--- config.mk ---
export PLATFORM = sky130hd
export DESIGN_NAME = mult_div_engine
export DESIGN_NICKNAME = d
export VERILOG_FILES = /design/src/rtl/mult_div_engine.sv
export SDC_FILE = /design/constraint.sdc
export NUM_CORES = 1
export LEC_CHECK = 0
export BUFFER_PORTS_ARGS = -buffer_cell sky130_fd_sc_hd__buf_4
export CORE_UTILIZATION = 53
export DETAILED_ROUTE_END_ITERATION = 8
export PLACE_DENSITY = 0.73
export SETUP_SLACK_MARGIN = 0.4
export SYNTH_ARGS = -nofsm -noshare
export SYNTH_HDL_FRONTEND = slang
export SYNTH_SLANG_ARGS = --single-unit
--- constraint.sdc ---
create_clock -name clk -period 15.69 [get_ports clk]
set_input_delay 0.7845 -clock clk [delete_from_list [all_inputs] [get_ports clk]]
set_output_delay 0.7845 -clock clk [all_outputs]
set_load 0.1 [all_outputs]
--- src/rtl/mult_div_engine.sv ---
// rtl/mult_div_engine.sv - iterative signed 32x32 multiply / 32/32 divide unit for HI/LO
module mult_div_engine (
    input  logic        clk,
    input  logic        reset,
    input  logic [1:0]  ctrl,
    input  logic [31:0] a,
    input  logic [31:0] b,
    output logic [31:0] hi_out,
    output logic [31:0] lo_out,
    output logic        busy,
    output logic        done,
    output logic        div_zero
);

    localparam logic [1:0] S_IDLE = 2'd0;
    localparam logic [1:0] S_RUN  = 2'd1;
    localparam logic [1:0] S_FIX  = 2'd2;

    logic [1:0]  state;
    logic [4:0]  count;
    logic        is_div;
    logic        neg_q;
    logic        neg_r;
    logic [31:0] mag_op;
    logic [31:0] p_hi;
    logic [31:0] p_lo;

    logic [31:0] abs_a;
    logic [31:0] abs_b;
    logic [32:0] add_sum;
    logic [32:0] shifted;
    logic [33:0] diff;
    logic [63:0] prod_fix;
    logic        accept;

    assign abs_a = a[31] ? (~a + 32'd1) : a;
    assign abs_b = b[31] ? (~b + 32'd1) : b;
    assign accept = (ctrl == 2'b01) || (ctrl == 2'b10);

    // Multiply step: p_hi:p_lo is the partial product, low bits of p_lo hold the
    // unconsumed multiplier bits. Divide step: p_hi is the partial remainder,
    // p_lo shifts dividend bits out the top and quotient bits in the bottom.
    assign add_sum  = {1'b0, p_hi} + (p_lo[0] ? {1'b0, mag_op} : 33'd0);
    assign shifted  = {p_hi, p_lo[31]};
    assign diff     = {1'b0, shifted} - {2'b00, mag_op};
    assign prod_fix = neg_q ? (~{p_hi, p_lo} + 64'd1) : {p_hi, p_lo};

    always_ff @(posedge clk or posedge reset) begin
        if (reset) begin
            state    <= S_IDLE;
            count    <= 5'd0;
            is_div   <= 1'b0;
            neg_q    <= 1'b0;
            neg_r    <= 1'b0;
            mag_op   <= 32'd0;
            p_hi     <= 32'd0;
            p_lo     <= 32'd0;
            hi_out   <= 32'd0;
            lo_out   <= 32'd0;
            busy     <= 1'b0;
            done     <= 1'b0;
            div_zero <= 1'b0;
        end else begin
            done <= 1'b0;
            case (state)
                S_IDLE: begin
                    if (accept) begin
                        div_zero <= 1'b0;
                        if (ctrl[1] && (b == 32'd0)) begin
                            div_zero <= 1'b1;
                        end else begin
                            state  <= S_RUN;
                            count  <= 5'd31;
                            busy   <= 1'b1;
                            is_div <= ctrl[1];
                            neg_q  <= a[31] ^ b[31];
                            neg_r  <= a[31];
                            p_hi   <= 32'd0;
                            if (ctrl[1]) begin
                                mag_op <= abs_b;
                                p_lo   <= abs_a;
                            end else begin
                                mag_op <= abs_a;
                                p_lo   <= abs_b;
                            end
                        end
                    end
                end
                S_RUN: begin
                    if (is_div) begin
                        if (!diff[33]) begin
                            p_hi <= diff[31:0];
                            p_lo <= {p_lo[30:0], 1'b1};
                        end else begin
                            p_hi <= shifted[31:0];
                            p_lo <= {p_lo[30:0], 1'b0};
                        end
                    end else begin
                        p_hi <= add_sum[32:1];
                        p_lo <= {add_sum[0], p_lo[31:1]};
                    end
                    count <= count - 5'd1;
                    if (count == 5'd0) begin
                        state <= S_FIX;
                    end
                end
                S_FIX: begin
                    if (is_div) begin
                        lo_out <= neg_q ? (~p_lo + 32'd1) : p_lo;
                        hi_out <= neg_r ? (~p_hi + 32'd1) : p_hi;
                    end else begin
                        hi_out <= prod_fix[63:32];
                        lo_out <= prod_fix[31:0];
                    end
                    done  <= 1'b1;
                    busy  <= 1'b0;
                    state <= S_IDLE;
                end
                default: begin
                    state <= S_IDLE;
                    busy  <= 1'b0;
                end
            endcase
        end
    end

endmodule

==> impl_metrics.toml <==
[critical_path]
worstSetupPathType = "in -> reg"
arrival_ns = 4.50
crit_fanout = 107
required_ns = 16.02
start_kind = "input pin"
end_kind = "flip-flop"

[timing]
max-slew-margin-rel_pct = 13.65
whs_ns = 0.4644
tns_ns = 0
clock-skew-final_ns = 0.02530
finalCritPeriodShare_pct = 26.56
setup_viol_count_final = 0
tightest_slew_ns = 1.282
min_period_ns = 4.167
slew_violations = 0
rsz0062_at_grt = "false"
timing.fmax_ghz = 0.2400
hold_violations = 0
fin_ws_ns = 11.52

[logic_synthesis]
synth_top_family_by_area = "compound AO/OA/AOI/OAI gates"
syn_area_per_cell_um2 = 7.862
synth_top_area_share_pct = 30.83
muxShareOfSynthArea_pct = 3.413
synth_compound_area_share_pct = 24.73
synth.most_common_cell = "nand2_1"
ys_ff_latch = 173
synthArstFlopShare_pct = 100.0
syn_nets = 1926
yosysWarnings = 0
yosys.area_share.simple_pct = 18.77
synth_edf_count = 0
synth.largest_area_cell = "dfrtp_1"
syn_inst = 1786
yosys-top-cells-count = "nand2_1 (248), o21ai_0 (232), dfrtp_1 (173)"
synth_xor_area_share_pct = 10.79
post_synth_num_cell_types = 74
yosys-top-cells-area = "dfrtp_1 (31%), o21ai_0 (8.3%), nand2_1 (6.6%)"
synth-main-ff-cell = "dfrtp_1"
synthesis.area_mm2 = 0.01404
synth_fa_ha_area_share_pct = 6.522
seq_area_frac_synth_pct = 30.83

[global_routing]
antenna_found_initial = 0
grt.overflow.total = 0
first_global_vias = 11960
grt_pass1_wl_um = 64230
grt_usage_pct = 30.49
grt_max_degree = 130

[drt]
drtAntennaViolNets = 0
first_pass_iters = 6
routed_wl_um = 40490
drc = 0
first_iter_violations = 1450
vias = 13290
post_drt_wl_per_cell_um = 18.42
vias_per_cell = 6.047

[outcome]
outcome = "completed"

[floorplan]
row_count = 59
dieWidth_um = 164.8
start_util_pct = 53.89
dieArea_mm2 = 0.02715
boundaryPins = 135
die_y_um = 164.8
coreArea_mm2 = 0.02606

[clock_network]
cts.sinks = 173
cts_setup_buffers = 0
clkTransAtPathRegs_ns = 0.09
cts_root_buf = "clkbuf_16"
cts_buffer_depth = 2
cts_buffers = 17
cts_tree = "done"
htree_levels = 4
cts_resized = 0
hold_buffers = 0
worstSkewPairLatency_ns = 0.45

[power]
total_power_uw = 3798
p_per_area_mw_per_mm2 = 240.8
leakagePower_uw = 0.007137
vdd_drop_max_uv = 149.8

[finish]
drive_gt1_share_pct = 11.38
area_delta_synth_final_pct = 12.33
antenna_cells = 0
nNetsFinal = 1990

[place]
place_congestion = 0.9941
place.port_buffers = 134
dpl.hpwl_um = 30700
pre_cts_ws_ns = 11.15

[min_path]
hold_path.class = "in -> async"

[job]
drv_cap = 0
worst max-delay path: stages:
cell	delay (ns)
buf_4	0.66
clkinv_1	0.67
or4b_4	0.72
a21oi_4	0.14
buf_4	0.72
nor2_1	0.24
buf_4	0.28
a31o_2	0.21
metal layers:
layer  vias up  routed length, um  global-route usage [%]
met4         0                752                   7.923
li1       6489                  -                       -
met5         -                  0                       0
met1      6269              18700                   43.98
met3        43               3024                   3.893
met2       491              18010                   47.96
area by class of cell:
cell class                 instances  area (um2)
fill                            2336       10280
multi-input combinational       1444        9030
sequential                       173        4330
timing repair buffer             147        1104
clock buffer                      17       425.4
tap                              335       419.2
inverter                          67       256.5
clock inverter                    15       209.0
worst paths after layout:
check                      depth (start not counted)         end      start  slack, ns
setup reg to reg                                  13    p_hi[30]    p_lo[0]      11.54
min in group clk                                   2   mag_op[6]  mag_op[6]       0.48
hold reg to reg                                    2   mag_op[6]  mag_op[6]       0.48
setup / recovery                                   8   mag_op[4]    ctrl[1]      11.52
max in group asynchronous                          3  hi_out[17]      reset      13.71
hold / removal                                     2  lo_out[18]      reset       0.46
cells by family (layout without fill, tap and decap cells):
kind of cell	Yosys count	count (layout)
AO/OA/AOI/OAI	580	580
multiplexers	47	47
XOR/XNOR	173	173
AND/OR/NAND/NOR	572	572
buffers and inverters	169	246
adder cells (fa/ha/maj)	72	72
flip-flops	173	173
cells in the final DEF (no fill, tap or decap), drive strengths merged, types with 3 or more instances in the layout:
| master | count |
|---|---|
| o21ai | 250 |
| nand2 | 248 |
| dfrtp | 173 |
| nor2 | 159 |
| a21oi | 149 |
| buf | 147 |
| xor2 | 95 |
| xnor2 | 78 |
| inv | 74 |
| ha | 70 |
| mux2i | 40 |
| o31ai | 36 |
| nor3 | 24 |
| o41ai | 21 |
| nand3 | 19 |
| a21o | 19 |
| nor4 | 18 |
| clkbuf | 17 |
| a31oi | 16 |
| or4 | 16 |
| or3 | 15 |
| nand2b | 15 |
| nor2b | 14 |
| and3 | 13 |
| a22oi | 12 |
| a211oi | 10 |
| nand4 | 9 |
| a221o | 9 |
| o211ai | 7 |
| mux2 | 7 |
| and2 | 7 |
| o21a | 6 |
| o22ai | 6 |
| clkinv | 6 |
| o221ai | 5 |
| a32o | 5 |
| o21bai | 4 |
| a31o | 4 |
| nor4b | 3 |
where the power goes:
| part | internal, uW | switching [uW] | leakage [uW] |
|---|---|---|---|
| sequential | 617 | 254 | 0.00224 |
| combinational | 925 | 1550 | 0.00460 |
| clock | 234 | 221 | 0.000305 |
stage by stage:
step           std cells  area [um2]  utilization [%]
2_1_floorplan       1786       14040                -
3_3_place_gp        2166       15140            58.10
3_5_place_dp        2166       15140            58.10
4_1_cts             2198       15770            60.53
5_1_grt             2198       15770            60.53
6_report            2198       15770            60.53
sequential cells by signal (all words and copies together), names as in the netlist, 2 cells and up:
| signal | count |
|---|---|
| mag_op | 32 |
| count | 5 |
| state | 2 |
| p_lo | 32 |
| p_hi | 32 |
| hi_out | 32 |
| lo_out | 32 |
(Power assumes the default switching activity.)
